$ cat src/rtl/regfile_wr_arb.sv
// -----------------------------------------------------------------------------
// regfile_wr_arb
//
// Arbitrates two writers onto the single write port of an 8 x 16-bit register
// file. Requester A is the CPU writeback path and requester B is the
// debug/switch loader. A round-robin pointer resolves contention. Every output
// is registered, so a request sampled at one rising edge appears on the write
// port during the following cycle.
//
// Optional feature, selected by the macro REGFILE_CLEAR_EN:
//   defined   - after every reset an 8-cycle CLEAR sequence writes 16'h0000 to
//               registers 0..7, and BUSY is high while it runs.
//   undefined - there is no CLEAR state or index counter, BUSY is tied low, and
//               arbitration starts the cycle after reset.
//
// Ports
//   Clk     in   1   clock; all state changes on the rising edge
//   Reset   in   1   synchronous, active-high reset
//   REQ_A   in   1   requester A wants a write; held until GNT_A is seen
//   DR_A    in   3   requester A destination register
//   DATA_A  in  16   requester A write data
//   GNT_A   out  1   one-cycle pulse: A's write is on the port this cycle
//   REQ_B   in   1   requester B wants a write; held until GNT_B is seen
//   DR_B    in   3   requester B destination register
//   DATA_B  in  16   requester B write data
//   GNT_B   out  1   one-cycle pulse: B's write is on the port this cycle
//   LD_REG  out  1   register-file write enable
//   DR      out  3   register-file destination index
//   BUS     out 16   register-file write data
//   BUSY    out  1   high while the clear sequence runs
// -----------------------------------------------------------------------------
module regfile_wr_arb (
  input  logic        Clk,
  input  logic        Reset,
  input  logic        REQ_A,
  input  logic [2:0]  DR_A,
  input  logic [15:0] DATA_A,
  output logic        GNT_A,
  input  logic        REQ_B,
  input  logic [2:0]  DR_B,
  input  logic [15:0] DATA_B,
  output logic        GNT_B,
  output logic        LD_REG,
  output logic [2:0]  DR,
  output logic [15:0] BUS,
  output logic        BUSY
);

  typedef enum logic {PRIO_A = 1'b0, PRIO_B = 1'b1} prio_t;

  prio_t       prio, prio_nxt;
  logic        elig_a, elig_b;
  logic        pick_a, pick_b;
  logic        arb_en;
  logic        ld_nxt, gnt_a_nxt, gnt_b_nxt;
  logic [2:0]  dr_nxt;
  logic [15:0] bus_nxt;

`ifdef REGFILE_CLEAR_EN
  typedef enum logic {CLEAR = 1'b0, ARB = 1'b1} state_t;

  state_t     state, state_nxt;
  logic [2:0] idx, idx_nxt;
  logic       busy_nxt;
`else
  assign BUSY = 1'b0;
`endif

  // A requester that is being granted this cycle is still presenting the same
  // request at the closing edge; masking it out prevents a second write of the
  // same data. This also limits a lone requester to one write every two cycles.
  assign elig_a = REQ_A & ~GNT_A;
  assign elig_b = REQ_B & ~GNT_B;

  // A lone eligible requester wins outright; the pointer only breaks ties.
  assign pick_a = elig_a & (~elig_b | (prio == PRIO_A));
  assign pick_b = elig_b & ~pick_a;

  // NOTE: every signal written here gets a default before any branch, so no
  // path leaves it unassigned and no latch is inferred.
  always_comb begin
    ld_nxt    = 1'b0;
    gnt_a_nxt = 1'b0;
    gnt_b_nxt = 1'b0;
    dr_nxt    = DR;
    bus_nxt   = BUS;
    prio_nxt  = prio;
    arb_en    = 1'b1;

`ifdef REGFILE_CLEAR_EN
    state_nxt = state;
    idx_nxt   = idx;
    busy_nxt  = 1'b0;
    arb_en    = 1'b0;
    case (state)
      CLEAR: begin
        // BUSY is registered alongside the write it accompanies, so it stays
        // high through the write of register 7 and drops with the first
        // arbitrated cycle.
        ld_nxt   = 1'b1;
        dr_nxt   = idx;
        bus_nxt  = 16'h0000;
        busy_nxt = 1'b1;
        idx_nxt  = idx + 3'd1;
        if (idx == 3'd7) begin
          state_nxt = ARB;
        end
      end
      ARB: begin
        arb_en = 1'b1;
      end
    endcase
`endif

    if (arb_en) begin
      if (pick_a) begin
        ld_nxt    = 1'b1;
        gnt_a_nxt = 1'b1;
        dr_nxt    = DR_A;
        bus_nxt   = DATA_A;
        prio_nxt  = PRIO_B;
      end else if (pick_b) begin
        ld_nxt    = 1'b1;
        gnt_b_nxt = 1'b1;
        dr_nxt    = DR_B;
        bus_nxt   = DATA_B;
        prio_nxt  = PRIO_A;
      end
    end
  end

  // NOTE: state and output registers use non-blocking assignments so every
  // register samples the pre-edge values computed above.
  always_ff @(posedge Clk) begin
    if (Reset) begin
      LD_REG <= 1'b0;
      DR     <= 3'b000;
      BUS    <= 16'h0000;
      GNT_A  <= 1'b0;
      GNT_B  <= 1'b0;
      prio   <= PRIO_A;
`ifdef REGFILE_CLEAR_EN
      state  <= CLEAR;
      idx    <= 3'd0;
      BUSY   <= 1'b1;
`endif
    end else begin
      LD_REG <= ld_nxt;
      DR     <= dr_nxt;
      BUS    <= bus_nxt;
      GNT_A  <= gnt_a_nxt;
      GNT_B  <= gnt_b_nxt;
      prio   <= prio_nxt;
`ifdef REGFILE_CLEAR_EN
      state  <= state_nxt;
      idx    <= idx_nxt;
      BUSY   <= busy_nxt;
`endif
    end
  end

endmodule
$ cat config.mk
export PLATFORM = sky130hd
export DESIGN_NAME = regfile_wr_arb
export DESIGN_NICKNAME = d
export VERILOG_FILES = /design/src/rtl/regfile_wr_arb.sv
export SDC_FILE = /design/constraint.sdc
export NUM_CORES = 1
export LEC_CHECK = 0
export BUFFER_PORTS_ARGS = -buffer_cell sky130_fd_sc_hd__buf_4
export CORE_ASPECT_RATIO = 1.2
export CORE_MARGIN = 2
export CORE_UTILIZATION = 48
export DETAILED_ROUTE_END_ITERATION = 10
export PLACE_DENSITY = 0.86
export SKIP_CTS_REPAIR_TIMING = 1
export SLEW_MARGIN = 20
export SYNTH_ARGS = -nofsm -noshare
export SYNTH_HDL_FRONTEND = slang
export SYNTH_SLANG_ARGS = --single-unit
$ cat constraint.sdc
create_clock -name Clk -period 2.2 [get_ports Clk]
set_input_delay 0.22 -clock Clk [delete_from_list [all_inputs] [get_ports Clk]]
set_output_delay 0.22 -clock Clk [all_outputs]
set_load 0.05 [all_outputs]
==> impl_results.md, run 1 <==
- Clock skew: 2.490 ps
- Net Count, Synth: 170
- Antenna Cells: 0
- CP max FO: 23
- Top Metal Used: met4
- Tmin final: 1612 ps
- Sequential share of power: 0.446
- Crit path required time: 2460 ps
- CTS Buf Count: 3
- Clock transition at the registers of the reported paths: 130 ps
- Most common cell after layout, fill and taps aside: buf_4
- Fin Setup TNS: 0 ps
- Seq/Total Area, Yosys: 0.3740
- Status: completed
- Vias in the first global route: 1153
- Vias: 1224
- Row count: 20
- Pre-CTS setup slack: 628.7 ps
- Combinational fraction of design power: 0.371
- Cell internal pwr: 0.6893 mW
- Lkg Pwr: 0.8248 nW
- Syn. warnings: 0
- Clock power frac: 0.183
- Hold slack: 273.2 ps
- Overflow left after global routing: 0
- Crit Path Category: reg2reg
- Met2 Wirelength: 1.549 mm
- Vias per Instance: 5.720
- Final setup vio count: 0
- Port bufs: 63
- Syn_area_per_cell: 9.619 um2
- Worst-skew pair later-pin latency: 300 ps
- Worst-margin pin slew: 671.3 ps
- Core Area: 2477 um2
- Slowest-stage cell, CP: and3b_1
- Cell Area, Synth: 1231 um2
- Drt initial violations: 27
- CTS H-tree depth: 1
- Clock buffer depth: 2
- Period Utilization, post-route: 0.7327
- CTS tree: built
- Slew margin rel.: 0.5525
- First-pass GRT wire length: 5.002 mm
- Psw: 0.3951 mW
- IR drop worst, VDD: 0.3736 mV
- CP cell instances: nand2b_4 -> and3b_1 -> a221o_1
- Most frequent cells in the layout: buf_4, dfxtp_1, a21oi_1
- GPL Wtd Cong: 0.7365
- Layout cells sized above 1: 0.3923
- Pwr Density: 635.4 nW/um2
- Post-layout util: 0.6889
- WL final: 3.177 mm
- Clk root buf: clkbuf_4
- Clk sinks: 23
- IO Count: 65
- Crit-path max cell delay: 640 ps
- Drt pass-1 iters: 4
- Slew Viols, Final: 0
- Max_cap viols: 0
- Syn-to-layout area delta: 38.62%
- Post-DR wirelength/cell: 14.85 um
- Die Y: 59.48 um
- DP HPWL: 2.315 mm
- Met3 wire len: 265 um
- Die Wd: 50.23 um
- Initial antenna violation count: 0
- Largest net degree at the start of global routing: 44
- Antenna viol nets, final: 0
- Worst Setup Start Kind: flop
- Post-synth cell types: 19
- Unrepaired setup endpoints after global routing: no
- Fin worst setup slack: 588.1 ps
- Crit path buffers/inverters: 0
- Sw frac: 0.3643
- Met1 WL: 1.335 mm
- # nets final: 224
- Die area: 2988 um2
- Initial Util: 0.4970
- Residual DRC: 0
- CP Data Arrival Time: 1870 ps
- Crit end category: flop
- GRT Util Overall: 0.2170
- Crit path max-delay family: simple AND/OR/NAND/NOR gates
- Final Hold Fails: 0
- Peak Freq: 0.6204 GHz
- Seq cells post-synth: 23
- Mapped Cells: 128
- Worst Hold Class: in2reg
## layer usage
layer,vias to the layer above,track usage
met1,562,0.2627
li1,595,-
met4,0,0.08333
met5,-,0
met2,63,0.3835
met3,4,0.03535
## path summary, 6_finish.rpt
check                 startpoint  slack, ps             endpoint  cells past startpoint
min reg2reg  BUS[7]$_SDFFE_PP0P_        510  BUS[7]$_SDFFE_PP0P_                      1
max             GNT_B$_SDFF_PP0_        590  BUS[3]$_SDFFE_PP0P_                      3
min                      DR_A[1]        270   DR[1]$_SDFFE_PP0P_                      3
max reg2reg     GNT_B$_SDFF_PP0_        590  BUS[3]$_SDFFE_PP0P_                      3
## cells in the mapped netlist, drive strengths merged
master / count / share of area
nand2b: 21 / 0.12
a221o: 19 / 0.15
a211oi: 1 / 0.0061
and3b: 1 / 0.0071
conb: 1 / 0.0030
and2b: 1 / 0.0061
nand3b: 1 / 0.0061
mux2i: 1 / 0.0081
a21oi: 20 / 0.081
dfxtp: 23 / 0.37
nand2: 1 / 0.0030
clkbuf: 13 / 0.040
buf: 4 / 0.031
and4b: 19 / 0.15
nor2: 2 / 0.0061
## power groups by stage
stage	clock network, mW	logic (mW)	registers, mW
floorplan	0	0.129	0.627
global placement	0	0.397	0.491
detailed placement	0	0.403	0.492
CTS	0.195	0.403	0.484
global route	0.216	0.425	0.489
finish	0.198	0.402	0.484
## cell type report
cell class                 count  area, um2
clock buffer                   4      26.28
fill                         214      770.7
multi-input combinational     88      683.2
sequential                    23      460.4
tap                           33      41.29
timing repair buffer          66      495.5
## worst min-delay path, delay by kind of cell
family                 cells  cell delay (ps)
AOI/OAI and AO/OA          1               90
buffers and inverters      1               80
and+or+nand+nor            1              170
## cells by family (layout without fill, tap and decap cells)
family / Yosys count / in the layout / share of synthesized area
and+or+nand+nor: 46 / 46 / 0.3018
AOI/OAI and AO/OA: 40 / 40 / 0.2419
DFF: 23 / 23 / 0.3740
buffers and inverters: 17 / 70 / 0.07113
other: 1 / 1 / 0.003046
muxes: 1 / 1 / 0.008130
## state kept, by name (all words and copies together) (netlist names)
| signal | cells |
|---|---|
| BUS | 16 |
| DR | 3 |
| GNT_A | 1 |
| GNT_B | 1 |
| LD_REG | 1 |
| prio | 1 |
## through the flow
stage               instances  area [um2]  power (mW)
floorplan                 128        1231      0.7561
global placement          210        1680      0.8873
detailed placement        210        1680      0.8949
CTS                       214        1707       1.082
global route              214        1707       1.129
finish                    214        1707       1.084
No activity file was read; power rests on OpenSTA's default activity.
==> run 2: changes to the inputs <==
- CORE_UTILIZATION: 48 -> 40
- PLACE_DENSITY: 0.86 -> 0.76
- clock period: 2.2 -> 1.3 ns (I/O delays scaled with it)
==> run 2 against run 1 <==
Effect of this change:
- the flow now finishes with violations (negative setup slack)
- first-iteration DRC count is 52% higher
- setup slack worse by 610 ps
- non-clock buffer count is 12 higher
- fmax is 22% higher
- clock skew is 1.4 ps lower
- hold slack worse by 210 ps
- final cell count is 7.0% higher
- sequential power is 68% higher
- critical endpoint unchanged
- highest routed layer unchanged
==> impl_results.md, run 2 (same netlist as run 1, synthesis figures left out) <==
- Worst Hold Class: in2reg
- Pwr Density: 1027 nW/um2 (+62%)
- Clock transition at the registers of the reported paths: 120 ps (about the same)
- WL final: 3.243 mm (+2.1%)
- Reg2Reg Capture Point: BUS[3]$_SDFFE_PP0P_
- Post-layout util: 0.6080 (-0.08088)
- Antenna Cells: 0 (unchanged)
- Layout cells sized above 1: 0.4456 (+0.05333)
- Drt initial violations: 41 (+52%)
- IR drop worst, VDD: 0.7561 mV (+100%)
- Slowest-stage cell, CP: dfxtp_4
- Met1 WL: 1.400 mm (+4.9%)
- Fin worst setup slack: -22.66 ps (-610.8 ps)
- CP cell instances: nand3b_1 -> buf_4 -> and4b_1 -> a221o_1
- Clk sinks: 23 (unchanged)
- Failing checks: negative setup slack
- Largest net degree at the start of global routing: 23 (-48%)
- Max_cap viols: 0 (unchanged)
- Final setup vio count: 5 (+5)
- Met2 Wirelength: 1.590 mm (+2.6%)
- DP HPWL: 2.454 mm (+6.0%)
- Worst R2R Setup Slack: -20 ps (-610 ps)
- Top Metal Used: met4
- Crit path buffers/inverters: 1 (+1)
- Crit end category: flop
- Met3 wire len: 230 um (-13%)
- Total power draw: 1.873 mW (+73%)
- First-pass GRT wire length: 5.223 mm (+4.4%)
- Drt pass-1 iters: 4 (unchanged)
- Vias: 1246 (+1.8%)
- Reg2Reg Launch Point: GNT_B$_SDFF_PP0_
- Most common cell after layout, fill and taps aside: buf_4
- Post-DR wirelength/cell: 14.16 um (-4.6%)
- Worst-skew pair later-pin latency: 310 ps (about the same)
- CTS tree: built
- # nets final: 236 (+5.4%)
- Placed Cells incl. Taps: 225 (+7.1%)
- Status: complete, but fails checks
- Core Area: 3000 um2 (+21%)
- Die Wd: 54.65 um (+8.8%)
- WP depth: 4 (+1)
- Max FFs per register: 16 (unchanged)
- Crit path max-delay family: simple AND/OR/NAND/NOR gates
- GRT Util Overall: 0.1952 (-0.02182)
- IO Count: 65 (unchanged)
- Crit Path Category: reg2reg
- Lkg Pwr: 0.8882 nW (+7.7%)
- Peak Freq: 0.7561 GHz (+22%)
- Port bufs: 63 (unchanged)
- Critical Path End: BUS[3]$_SDFFE_PP0P_
- Fillers: 262 (+22%)
- Clk root buf: clkbuf_4
- CTS H-tree depth: 1 (unchanged)
- CP max FO: 7 (-70%)
- Unrepaired setup endpoints after global routing: yes
- CTS Buf Count: 3 (unchanged)
- Antenna viol nets, final: 0 (unchanged)
- Vias in the first global route: 1159 (+0.52%)
- Die Y: 64.78 um (+8.9%)
- Syn-to-layout area delta: 48.17%
- Worst Setup Start Kind: flop
- Die area: 3540 um2 (+18%)
- Area of the multi-input gates: 684.4 um2 (+0.18%)
- Crit-path max cell delay: 370 ps (-270 ps)
- Vias per Instance: 5.441 (-4.9%)
- Top flop regs: BUS x16, DR x3
- CP Data Arrival Time: 1530 ps (-340 ps)
- Initial Util: 0.4103 (-0.08663)
- Overflow left after global routing: 0 (unchanged)
- Non-Filler Instances: 229 (+7.0%)
- Layout Cell Area excl Fill: 1824 um2 (+6.9%)
- Residual DRC: 0 (unchanged)
- Final Hold Fails: 0 (unchanged)
- Register area: 467.9 um2 (+1.6%)
- Tmin final: 1323 ps (-289.2 ps)
- Clock skew: 1.056 ps (-1.434 ps)
- Slew Viols, Final: 0 (unchanged)
- Initial antenna violation count: 0 (unchanged)
- Most frequent cells in the layout: buf_4, dfxtp_1, a21oi_1
- Post-DP Area: 1782 um2 (+6.0%)
- Clock buffer depth: 2 (unchanged)
- Biggest register: BUS
- Crit path required time: 1510 ps (-950 ps)
- Row count: 22 (+10%)
- Critical path launch point: GNT_B$_SDFF_PP0_
- Worst Reg2Reg Path Length in Cells: 4 (+1)
- Hold slack: 67.59 ps (-205.6 ps)
- GPL Wtd Cong: 0.7422 (+0.77%)
- Fin Setup TNS: -53.23 ps (-53.23 ps)
- Period Utilization, post-route: 1.017 (+0.2848)
- Pre-CTS setup slack: -0.2480 ps (-629.0 ps)
-- run 2: final cells by class --
type                       instances  share of cell area
timing repair buffer              78              0.3292
multi-input combinational         88              0.3752
tap                               36             0.02469
clock buffer                       4             0.01440
sequential                        23              0.2565
-- run 2: worst min-delay path by stage --
stage,from,end,slack (ps),cells past startpoint
final,Reset,GNT_A$_SDFF_PP0_,70,2
after floorplan,DATA_A[15],BUS[15]$_SDFFE_PP0P_,410,2
after detailed placement,Reset,GNT_A$_SDFF_PP0_,390,2
after CTS,Reset,GNT_A$_SDFF_PP0_,60,2
after global routing,Reset,GNT_A$_SDFF_PP0_,70,2
after global placement,Reset,GNT_A$_SDFF_PP0_,400,2
-- run 2: per-layer routing --
layer / global-route usage / vias to the layer above
li1: - / 623
met4: 0.04688 / 0
met5: 0 / -
met2: 0.3080 / 42
met1: 0.2712 / 579
met3: 0.03226 / 2
-- run 2: where the power goes --
| group | internal (mW) | switching, mW |
|---|---|---|
| Combinational | 0.306 | 0.420 |
| Sequential | 0.774 | 0.0406 |
| Clock | 0.120 | 0.213 |
| Total | 1.20 | 0.673 |
==> run 3: changes to the inputs <==
- ABC_AREA: not set -> 1
- SETUP_SLACK_MARGIN: not set -> 0.1
==> run 3 against run 2 <==
Effect of this change:
- the run now ends clean
- non-clock buffer count decreased by 6
- final cell count up 23%
- setup slack gained 260 ps
- clock-buffer cell count stayed put
- sequential cell count unchanged
- cell area shrank 4.5%
- critical endpoint is now BUS[9]$_SDFFE_PP0P_
- clock power shrank 6%
- hold slack worse by 43 ps
==> impl_results.md, run 3 <==
- Clock skew: 1.578 ps (+0.5218 ps)
- Worst Setup Start Kind: flop
- Synth Area in Compound Gates: 0.008188 (-0.2337)
- Max_cap viols: 0 (unchanged)
- Final Hold Fails: 0 (unchanged)
- Port bufs: 63 (unchanged)
- Worst R2R Setup Slack: 240 ps (+260 ps)
- Critical path launch point: GNT_B$_SDFF_PP0_
- WL final: 3.150 mm (-2.9%)
- Clock transition at the registers of the reported paths: 120 ps (about the same)
- Post-synth cell types: 16 (-3)
- Most frequent cells after synthesis: inv_1, nand2_1, nand3_1, dfxtp_1, nand4_1
- Non-Filler Instances: 281 (+23%)
- Final setup vio count: 0 (-5)
- Seq/Total Area, Yosys: 0.3767 (+0.002680)
- Die Y: 64.56 um (-0.34%)
- EDFF count, synth: 0 (unchanged)
- Top FF cell, synth: dfxtp_1
- Period Utilization, post-route: 0.8191 (-0.1984)
- CP Data Arrival Time: 1310 ps (-220 ps)
- Critical Path End: BUS[9]$_SDFFE_PP0P_
- Clk sinks: 23 (unchanged)
- Syn. warnings: 0 (unchanged)
- Post-DP Area: 1715 um2 (-3.7%)
- Mapped Cells: 185 (+45%)
- Fin worst setup slack: 235.2 ps (+257.9 ps)
- CTS tree: built
- Fin Setup TNS: 0 ps (+53.23 ps)
- GRT Util Overall: 0.1868 (-0.008415)
- CTS Buf Count: 3 (unchanged)
- Met2 usage: 0.3193 (+0.01124)
- Largest family of logic cells by synthesized area: simple AND/OR/NAND/NOR gates
- Clk root buf: clkbuf_4
- Row count: 21 (-4.5%)
- Layout Cell Area excl Fill: 1742 um2 (-4.5%)
- Mux contribution to synthesized area: 0 (-0.008130)
- Clock buffer depth: 2 (unchanged)
- Post-DR wirelength/cell: 11.21 um (-21%)
- Vias per Instance: 4.847 (-11%)
- Worst-skew pair later-pin latency: 300 ps (about the same)
- Fillers: 304 (+16%)
- Crit Path Category: reg2reg
- Lkg Pwr: 1.033 nW (+16%)
- Syn_area_per_cell: 6.608 um2 (-31%)
- Status: completed
- GPL Wtd Cong: 0.8297 (+12%)
- Die area: 3516 um2 (-0.67%)
- Drt initial violations: 34 (-17%)
- Initial Util: 0.4268 (+0.01648)
- IO Count: 65 (unchanged)
- First-pass GRT wire length: 5.016 mm (-4.0%)
- CTS H-tree depth: 1 (unchanged)
- Unrepaired setup endpoints after global routing: no
- Reg2Reg Capture Point: BUS[9]$_SDFFE_PP0P_
- Placed Cells incl. Taps: 277 (+23%)
- # nets final: 290 (+23%)
- XOR/XNOR share of the synthesized area: 0 (unchanged)
- Area of the multi-input gates: 509.2 um2 (-26%)
- Slew Viols, Final: 0 (unchanged)
- Register area: 465.4 um2 (-0.53%)
- Top flop regs: BUS x16, DR x3
- Antenna Cells: 0 (unchanged)
- DP HPWL: 2.374 mm (-3.3%)
- Ys async rst share: 0 (unchanged)
- Met1 usage: 0.2356 (-0.03553)
- Area share of fa/ha/maj cells after synthesis: 0 (unchanged)
- Layout cells sized above 1: 0.3239 (-0.1217)
- Total power draw: 1.802 mW (-3.8%)
- Hold slack: 24.94 ps (-42.66 ps)
- Worst Reg2Reg Path Length in Cells: 6 (+2)
- Crit path required time: 1550 ps (+40 ps)
- Pwr Density: 1035 nW/um2 (+0.79%)
- Crit-path max cell delay: 360 ps (about the same)
- Reg2Reg Launch Point: GNT_B$_SDFF_PP0_
- Syn-to-layout area delta: 42.48%
- Synth Area in Simple Gates: 0.4053 (+0.1035)
- Worst Hold Launch: Reset
- CP max FO: 9 (+2)
- Most frequent cells in the layout: buf_4, inv_1, nand2_1
- Hold path cells: 2 (unchanged)
- Tmin final: 1065 ps (-257.9 ps)
- IR drop worst, VDD: 0.6628 mV (-12%)
- Biggest register: BUS
- Vias: 1362 (+9.3%)
- Top cells by area, synth: dfxtp_1, nand3_1, inv_1, nand2_1, nand4_1
- Seq cells post-synth: 23 (unchanged)
- Overflow left after global routing: 0 (unchanged)
- Pre-CTS setup slack: 250.6 ps (+250.9 ps)
- Largest net degree at the start of global routing: 22 (-4.3%)
- Peak Freq: 0.9392 GHz (+24%)
- Vias in the first global route: 1200 (+3.5%)
- Peak-usage layer in the global routing report: met2
- Antenna viol nets, final: 0 (unchanged)
- Drt pass-1 iters: 5 (+1)
- Crit end category: flop
- Slowest-stage cell, CP: dfxtp_4
- CP cell instances: inv_1 -> nand2_1 -> a21oi_1 -> buf_4 -> nand3_1 -> nand2_1
- Net Count, Synth: 227 (+34%)
- Met3 Usage GRT: 0.03226 (unchanged)
- Top cell type's share of synthesized area: 0.3767 (+0.002680)
- Worst Hold Class: in2reg
- Most common cell after layout, fill and taps aside: buf_4
- Max FFs per register: 16 (unchanged)
- Post-layout util: 0.6081 (about the same)
- Initial antenna violation count: 0 (unchanged)
- Top cell by count, worst path: nand2_1
- Residual DRC: 0 (unchanged)
- Die Wd: 54.47 um (-0.33%)
- Core Area: 2864 um2 (-4.5%)
- Cell Area, Synth: 1222 um2 (-0.71%)
- Synth area leader: dfxtp_1
run 3: cell count changes after synthesis, moves of 2 or more:
cell | previous run | this run
buf_4 | 1 | 6
and4b_1 | 19 | 0
a21oi_1 | 20 | 2
nand2_1 | 1 | 41
nand4_1 | 0 | 19
inv_1 | 0 | 41
clkbuf_1 | 13 | 2
a221o_1 | 19 | 0
nand3_1 | 0 | 39
nand2b_4 | 2 | 0
buf_2 | 1 | 4
nand2b_1 | 19 | 0
run 3: worst min path at each step:
stage,slack [ps],end
2_1_floorplan,190,GNT_A$_SDFF_PP0_
3_3_place_gp,340,GNT_A$_SDFF_PP0_
3_5_place_dp,340,GNT_A$_SDFF_PP0_
4_1_cts,9,GNT_A$_SDFF_PP0_
5_1_grt,0.9,GNT_A$_SDFF_PP0_
6_report,20,GNT_A$_SDFF_PP0_
run 3: worst max-delay path: cells and delay by family, from the launching register on:
family | cells | cell delay [ps]
AO/OA/AOI/OAI | 1 | 170
buffers and inverters | 2 | 270
flip-flops | 1 | 360
AND/OR/NAND/NOR | 3 | 220
run 3: report_power, final:
group	switching, mW	internal, mW
sequential	0.0375	0.772
clock	0.194	0.119
combinational	0.433	0.247
total	0.664	1.14
run 3: cell families (layout without fill, tap and decap cells):
kind of cell,Yosys count,after routing
compound gates,2,2
buf+inv,56,118
flops,23,23
other cells,1,1
simple gates,103,103
run 3: final cells by class:
cell class,instances,share of cell area
inverter,42,0.09052
tap,34,0.02443
timing repair buffer,72,0.3103
clock buffer,4,0.01509
multi-input combinational,106,0.2924
sequential,23,0.2672
run 3: per-layer routing:
layer	wire length (um)	part of all wire	vias to the layer above
met5	0	0	-
met4	10	0.0032	0
met3	273	0.087	2
met2	1505	0.48	61
met1	1360	0.43	593
li1	-	-	706
